[config.mk]
export PLATFORM = sky130hd
export DESIGN_NAME = ccu_id_remap
export DESIGN_NICKNAME = d
export VERILOG_FILES = /design/src/rtl/ccu_pkg.sv /design/src/rtl/ccu_id_remap.sv
export SDC_FILE = /design/constraint.sdc
export NUM_CORES = 1
export LEC_CHECK = 0
export CAP_MARGIN = 40
export CORE_ASPECT_RATIO = 1.75
export CORE_MARGIN = 2
export CORE_UTILIZATION = 55
export DETAILED_ROUTE_END_ITERATION = 8
export PLACE_DENSITY = 0.69
export REMOVE_ABC_BUFFERS = 1
export SYNTH_ARGS = -nofsm -noshare
export SYNTH_HDL_FRONTEND = slang
export SYNTH_SLANG_ARGS = --single-unit
[constraint.sdc]
create_clock -name clk_i -period 6.5 [get_ports clk_i]
set_input_delay 1.625 -clock clk_i [delete_from_list [all_inputs] [get_ports clk_i]]
set_output_delay 1.625 -clock clk_i [all_outputs]
set_load 0.02 [all_outputs]
[src/rtl/ccu_pkg.sv]
// Shared types and helpers for the CCU ID remapper.
package ccu_pkg;

  typedef enum logic {
    IDLE = 1'b0,
    HOLD = 1'b1
  } ccu_id_remap_state_e;

  // Counter width able to hold 0..max_txns outstanding transactions.
  function automatic int unsigned CcuIdRemapCntWidth(input int unsigned max_txns);
    return $clog2(max_txns + 1);
  endfunction

endpackage

[src/rtl/ccu_id_remap.sv]
// Compresses wide CCU master IDs into a small table-indexed ID space and
// restores the original ID on responses using per-entry outstanding counters.
module ccu_id_remap
  import ccu_pkg::*;
#(
  parameter int unsigned InIdWidth    = 9,
  parameter int unsigned OutIdWidth   = 4,
  parameter int unsigned MaxTxnsPerId = 8
) (
  input  logic                  clk_i,
  input  logic                  rst_i,
  input  logic                  slv_req_valid_i,
  output logic                  slv_req_ready_o,
  input  logic [InIdWidth-1:0]  slv_req_id_i,
  output logic                  mst_req_valid_o,
  input  logic                  mst_req_ready_i,
  output logic [OutIdWidth-1:0] mst_req_id_o,
  input  logic                  mst_rsp_valid_i,
  output logic                  mst_rsp_ready_o,
  input  logic [OutIdWidth-1:0] mst_rsp_id_i,
  input  logic                  mst_rsp_last_i,
  output logic                  slv_rsp_valid_o,
  input  logic                  slv_rsp_ready_i,
  output logic [InIdWidth-1:0]  slv_rsp_id_o,
  output logic                  busy_o
);

  localparam int unsigned NumEntries = 2 ** OutIdWidth;
  localparam int unsigned CntWidth   = CcuIdRemapCntWidth(MaxTxnsPerId);
  localparam logic [CntWidth-1:0] CntMax = CntWidth'(MaxTxnsPerId);
  localparam logic StIdle = logic'(IDLE);
  localparam logic StHold = logic'(HOLD);

  logic [NumEntries-1:0] valid_q, valid_d;
  logic [CntWidth-1:0]   cnt_q [NumEntries];
  logic [CntWidth-1:0]   cnt_d [NumEntries];
  logic [InIdWidth-1:0]  in_id_q [NumEntries];
  logic                  state_q;
  logic [OutIdWidth-1:0] hold_idx_q;

  logic [NumEntries-1:0] match_oh;
  logic                  match_any, free_any, slot_avail;
  logic [OutIdWidth-1:0] match_idx, free_idx, req_idx;
  logic                  req_hs, rsp_done;

  function automatic logic [OutIdWidth-1:0] onehot_to_bin(input logic [NumEntries-1:0] oh);
    logic [OutIdWidth-1:0] b;
    b = '0;
    for (int i = 0; i < NumEntries; i++) begin
      if (oh[i]) b = b | OutIdWidth'(i);
    end
    return b;
  endfunction

  // Index of the lowest cleared bit (trailing-zero count of the inverted vector).
  function automatic logic [OutIdWidth-1:0] first_zero(input logic [NumEntries-1:0] v);
    logic [OutIdWidth-1:0] idx;
    idx = '0;
    for (int i = NumEntries - 1; i >= 0; i--) begin
      if (!v[i]) idx = OutIdWidth'(i);
    end
    return idx;
  endfunction

  always_comb begin
    for (int i = 0; i < NumEntries; i++) begin
      match_oh[i] = valid_q[i] && (in_id_q[i] == slv_req_id_i);
    end
  end

  assign match_any = |match_oh;
  assign match_idx = onehot_to_bin(match_oh);
  assign free_any  = ~&valid_q;
  assign free_idx  = first_zero(valid_q);

  // While a request is pending the ID stays pinned, even if lower slots free up.
  always_comb begin
    slot_avail = 1'b0;
    req_idx    = '0;
    if (state_q == StHold) begin
      slot_avail = 1'b1;
      req_idx    = hold_idx_q;
    end else if (match_any) begin
      slot_avail = cnt_q[match_idx] < CntMax;
      req_idx    = match_idx;
    end else begin
      slot_avail = free_any;
      req_idx    = free_idx;
    end
  end

  assign mst_req_valid_o = slv_req_valid_i & slot_avail;
  assign slv_req_ready_o = mst_req_ready_i & slot_avail;
  assign mst_req_id_o    = req_idx;
  assign req_hs          = slv_req_valid_i & mst_req_ready_i & slot_avail;

  assign slv_rsp_valid_o = mst_rsp_valid_i;
  assign mst_rsp_ready_o = slv_rsp_ready_i;
  assign slv_rsp_id_o    = in_id_q[mst_rsp_id_i];
  assign rsp_done        = mst_rsp_valid_i & slv_rsp_ready_i & mst_rsp_last_i;

  assign busy_o = |valid_q;

  always_comb begin
    logic inc, dec;
    inc     = 1'b0;
    dec     = 1'b0;
    valid_d = valid_q;
    cnt_d   = cnt_q;
    for (int i = 0; i < NumEntries; i++) begin
      inc = req_hs && (req_idx == OutIdWidth'(i));
      // A stray last response on an empty counter is ignored so it never wraps.
      dec = rsp_done && (mst_rsp_id_i == OutIdWidth'(i)) && (cnt_q[i] != '0);
      case ({inc, dec})
        2'b10: begin
          cnt_d[i]   = cnt_q[i] + 1'b1;
          valid_d[i] = 1'b1;
        end
        2'b01: begin
          cnt_d[i]   = cnt_q[i] - 1'b1;
          valid_d[i] = (cnt_q[i] != CntWidth'(1));
        end
        2'b11:   valid_d[i] = 1'b1;
        default: ;
      endcase
    end
  end

  always_ff @(posedge clk_i or posedge rst_i) begin
    if (rst_i) begin
      valid_q    <= '0;
      state_q    <= StIdle;
      hold_idx_q <= '0;
      for (int i = 0; i < NumEntries; i++) cnt_q[i] <= '0;
    end else begin
      valid_q <= valid_d;
      cnt_q   <= cnt_d;
      case (state_q)
        StIdle: begin
          if (slv_req_valid_i && slot_avail && !mst_req_ready_i) begin
            state_q    <= StHold;
            hold_idx_q <= req_idx;
          end
        end
        StHold: begin
          if (req_hs) state_q <= StIdle;
        end
        default: state_q <= StIdle;
      endcase
    end
  end

  // Stored IDs are only meaningful while their entry is valid.
  always_ff @(posedge clk_i) begin
    if (req_hs) in_id_q[req_idx] <= slv_req_id_i;
  end

  a_no_rsp_underflow: assert property (
    @(posedge clk_i) disable iff (rst_i) rsp_done |-> (cnt_q[mst_rsp_id_i] != '0)
  );

endmodule

* After elaboration in Yosys (flattened, before gate mapping) *
Memory sizes are Yosys's and may differ from the RTL's.
Cells that the tools add are included.

word-level totals
  memories kept = 1
  bits of input ports = 20
  memory bits (writable) = 144
  output and inout port bits = 18
  ROM bits = 0
  latch bits = 0
  flip-flop bits (word level) = 85

cells by class
  multiplexer cells = 75
  reduce and logical (&&, ||, !) cells = 138
  $lt $le $gt $ge = 2
  multiply operators = 0
  div/mod/pow operators = 0
  equal/unequal tests = 110
  add/subtract/negate cells = 32
  shift operators = 0
  bitwise logic cells = 8

memory list
  memory   depth  bits a word  read ports  clocked after memory_dff  write ports  RTL line            source
  in_id_q  16     9            17          0                         1            ccu_id_remap.sv:37  logic [InIdWidth-1:0] in_id_q [NumEntries];

operators by type and width
  kind                                                  count
  equality test 9 bit                                   16
  one-hot mux 4 bit (2 select lines)                    16
  two-way mux 4 bit                                     28
  logical AND 1 bit                                     66
  adder 4 x 1 -> 4 bit (second input constant)          16
  equality test 2 bit (second input constant)           32
  equality test 4 bit (second input constant)           16
  != test 4 x 1 -> 1 bit (second input constant)        16
  nonzero test 2 bit                                    32
  nonzero test 4 bit                                    16
  subtractor 4 x 1 -> 4 bit (second input constant)     16
  one-hot mux 1 bit (2 select lines)                    17
  equality test 2 x 1 -> 1 bit (second input constant)  16
  equality test 4 x 3 -> 1 bit (second input constant)  8
  OR reduction 16 bit                                   2
  OR reduction 2 bit                                    16
  binary-select mux 4 bit (select 4 bit)                1
  equality test 4 x 2 -> 1 bit (second input constant)  4
  AND reduction 16 bit                                  1
  two-way mux 3 bit                                     4
  equality test 4 x 1 -> 1 bit (second input constant)  2
  logical NOT 4 bit                                     2
  two-way mux 1 bit                                     7
  bitwise AND 1 bit                                     6
  7 further kinds                                       9

* Logic depth before layout (Yosys ltp) *
An unclocked memory read counts as a cell.

  depth after elaboration = 30
  depth in mapped cells = 18
  depth with buffers taken out = 15

* Worst setup path after synthesis *
Ideal clock, no wire load.

  kind = in2out
  start point = in slv_req_id_i[5]
  end point = out mst_req_valid_o
  stages = 13
  arrival = 4,043 ps
  path slack = 832 ps
  path buffers = 3
  cell sequence = buf_6 > xor2_1 > nor4_1 > nand4_1 > and4bb_1 > and3_1 > buf_6 > nor3b_1 > a221oi_2 > o31ai_4 > o31ai_4 > buf_4 > inv_2

on the way
  longest elaborated chain between the ends = 25
  elaborated cells between the ends (all ways) = 56
  those cells by class = order compare (1); eq/ne (16); mux (20); bitwise (2); reduce/logical (17)

ends and longest elaborated chain
  what                                                   RTL line            source
  start, declared                                        ccu_id_remap.sv:14  input logic [InIdWidth-1:0] slv_req_id_i,
  equality test 9 bit                                    ccu_id_remap.sv:67  match_oh[i] = valid_q[i] && (in_id_q[i] == slv_req_id_i);
  logical AND 1 bit                                      ccu_id_remap.sv:67
  two-way mux 1 bit                                      ccu_id_remap.sv:50  if (oh[i]) b = b | OutIdWidth'(i);
  two-way mux 2 bit (2 in series)                        ccu_id_remap.sv:50
  two-way mux 3 bit (4 in series)                        ccu_id_remap.sv:50
  two-way mux 4 bit (8 in series)                        ccu_id_remap.sv:50
  NOT 4 -> 5 bit (implied by the code)                   ccu_id_remap.sv:84  slot_avail = cnt_q[match_idx] < CntMax;
  binary-select mux 4 bit (select 4 bit)                 ccu_id_remap.sv:84
  two-way mux 4 bit (implied by the code) (2 in series)  ccu_id_remap.sv:84
  < comparator 4 bit                                     ccu_id_remap.sv:84
  two-way mux 1 bit (*)                                  ccu_id_remap.sv:83  end else if (match_any) begin
  two-way mux 1 bit (*)                                  ccu_id_remap.sv:80  if (state_q == StHold) begin
  bitwise AND 1 bit (*)                                  ccu_id_remap.sv:92  assign mst_req_valid_o = slv_req_valid_i & slot_avail;
  end, declared                                          ccu_id_remap.sv:15  output logic mst_req_valid_o,

Mark *: on every way between the ends. The rest lies on a longest branch, timed or not. The select of a mux whose other input is x is not followed.

* Worst setup path after layout *
  start point = in slv_req_id_i[6]
  end point = out mst_req_valid_o

Same word-level chain as after synthesis.

==> impl_metrics.csv <==
group,metric,value,unit
global_route,grt_pass1_vias,9534,
job,drv_cap,0,
synthesis,synth_top_cells_by_area,"edfxtp_1 (31%), dfrtp_1 (15%), ha_1 (10%)",
setup_path,crit_path_start_kind,"input pin",
routing,first_pass_iters,7,
placed_design,io_buffers,37,
setup_path,cp-end-kind,"primary output",
floorplan,die_y,213.4,µm
synthesis,synth_most_common_cell,"edfxtp_1",
layout,n_fill_cell,1843,
synthesis,synth_flop_cell,"edfxtp_1",
synthesis,syn_area_per_cell,12.88,µm²
setup_path,r2r_start,"in_id_q[7][0]",
synthesis,netlist_area,0.01378,mm²
clock_network,clockBufferDepth,3,
sta,tightest_slew,887.8,ps
setup_path,rr_endpoint,"cnt_q[55]",
setup_path,critPathLaunch,"slv_req_id_i[6]",
sta,slew_headroom,40.63,%
layout,nNetsFinal,1336,
synthesis,synth_top_area_cell,"edfxtp_1",
clock_network,clock_latency,530,ps
synthesis,synth_common_cells,"edfxtp_1 (144), xnor2_1 (119), ha_1 (110)",
sta,post-route-period-util,98.71,%
synthesis,ys_warn_count,0,
worst_hold_path,hold_path_class,"reg -> reg",
layout,stdcell_count,1533,
synthesis,yosysTopAreaCellShare,31.38,%
sta,min_period,6416,ps
sta,final-max-slew-violation-count,0,
sta,timing.fmax,155.8,MHz
clock_network,cts_tree,"yes",
setup_path,path_cells,"clkdlybuf4s50_1 > buf_12 > xor2_1 > nor4_2 > nand4_1 > and4bb_1 > and3_4 > nor3b_1 > a221oi_2 > o31ai_4 > o31ai_4 > inv_2 > dlygate4sd2_1",
setup_path,arrival,4790,ps
synthesis,synth_cells,1070,
setup_path,cpPeakStageDelay,450,ps
setup_path,critPathMaxFanout,21,
floorplan,core_area,0.02463,mm²
routing,ant_nets,0,
sta,hold_violations,0,
placed_design,place_inst,1492,
global_route,grt_max_degree,51,
floorplan,start_util,55.94,%
layout,multi_input_area,0.006955,mm²
global_route,track_usage,27.81,%
power_and_ir_drop,power_density,254.1,mW/mm²
power_and_ir_drop,p_leak,6.413,nW
layout,fin_util,65.32,%
outcome,outcome,"complete, no violations",
global_route,grt_first_pass_wirelength,54.17,mm
synthesis,ys_types,67,
routing,drt-total-wl,35.40,mm
setup_path,slowest_stage,"clkdlybuf4s50_1",
global_route,antenna_found_initial,0,
floorplan,die_w,123.6,µm
layout,drive_gt1_share,21.21,%
placed_design,dp_hpwl,26.56,mm
clock_network,hold_buffers,0,
sta,finalSetupViolCount,0,
routing,drc_errors,0,
floorplan,core.rowCount,76,
synthesis,async_reset_ff_share,37.12,%
setup_path,r2r_slack,2190,ps
routing,vias_per_cell,6.014,
clock_network,cts_made_buffers,22,
clock_network,root_buffer,"clkbuf_16",
routing,drt-initial-drc-count,607,
layout,insertedDiodeCount,0,
setup_path,reg2regPathDepth,17,
global_route,grt_overflow_total,0,
sta,whs,510.6,ps
routing,wire_per_inst,23.09,µm
synthesis,ys_ff_latch,229,
layout,regArea,0.006451,mm²
floorplan,boundaryPins,38,
synthesis,synth_edf_count,144,
clock_network,clkTransAtPathRegs,60,ps
setup_path,cp.required,4880,ps
setup_path,crit_end,"mst_req_valid_o",
setup_path,crit_path_frequent_cell,"o31ai_4",
synthesis,ys_seq_area_share,46.82,%
power_and_ir_drop,ir_worst_vdd,196.0,µV
routing,vias,9219,
clock_network,cts.sinks,229,
layout,area_growth,16.75,%
sta,finalClockSkew,12.24,ps
setup_path,worstSetupPathType,"in -> out",
clock_network,htreeDepth,1,
placed_design,gp_congestion,0.8943,
floorplan,die_area,0.02638,mm²
registers in the layout (all words and copies together), names as in the netlist:
name        cells
valid_q        16
cnt_q          64
in_id_q       144
hold_idx_q      4
state_q         1
where the power goes:
| group | leakage, nW | total, mW | internal [mW] | switching, mW |
|---|---|---|---|---|
| clock network | 0.332 | 1.26 | 0.700 | 0.561 |
| registers | 2.41 | 1.88 | 1.69 | 0.188 |
| logic | 3.67 | 0.945 | 0.430 | 0.515 |
| total | 6.41 | 4.09 | 2.82 | 1.26 |
per-stage QoR:
step	total power, mW	setup TNS, ps	instance area, µm²	setup slack (ps)
after floorplan	2.408	0	13480	803.4
after global placement	2.811	-584.3	15210	-223.8
after detailed placement	2.839	-689.2	15250	-270.3
after CTS	4.102	0	16000	11.93
after global routing	4.272	-24.19	16090	-24.19
final	4.087	0	16090	83.54
worst min-delay path by stage:
stage,endpoint,startpoint,cells past startpoint
floorplan,cnt_q[63],cnt_q[63],1
global placement,hold_idx_q[3],hold_idx_q[3],1
detailed placement,hold_idx_q[2],hold_idx_q[2],1
CTS,cnt_q[7],cnt_q[7],1
global route,hold_idx_q[3],hold_idx_q[3],1
finish,hold_idx_q[3],hold_idx_q[3],1
worst max-delay path: cells and delay by family:
kind | cells | cell delay, ps
AO/OA/AOI/OAI | 3 | 760
XOR/XNOR | 1 | 180
buffers and inverters | 4 | 980
AND/OR/NAND/NOR | 5 | 1210
metal layers:
metal	GRT usage, %	wire length, µm
met5	0	0
met4	15.67	2312
met3	3.005	1754
met2	50.83	18940
met1	30.86	12390
cell families after synthesis:
family,after synthesis,share of synthesized area (%)
flops,229,46.82
compound gates,87,4.822
simple gates,253,10.56
xor+xnor,208,13.22
mux,88,10.82
buf+inv,95,3.769
fa+ha+maj,110,9.989
placed cells by master, fill, tap and decap left out, types with 28 or more instances in the layout:
cell type	synthesis	final
edfxtp_1	144	144
xnor2_1	119	119
ha_1	110	110
buf_4	3	95
xor2_1	89	89
dfrtp_1	85	85
inv_1	59	58
nor2_1	51	51
mux4_2	45	45
nand2_1	41	41
nor4b_1	32	32
clkdlybuf4s50_1	0	28
final cells by class:
class | count | area share [%]
sequential | 229 | 40.10
timing repair buffer | 147 | 8.525
clock inverter | 11 | 0.5444
tap | 312 | 2.427
inverter | 60 | 1.408
multi-input combinational | 746 | 43.24
clock buffer | 28 | 3.757
repair_timing:
| action | in CTS | in global routing |
|---|---|---|
| pin swaps | 0 | 5 |
| buffers inserted | 0 | 2 |
| setup endpoints to repair | 6 | 5 |
| gates cloned | 0 | 0 |
| gates resized for setup | 12 | 16 |
Power figures use the tool's default switching activity.
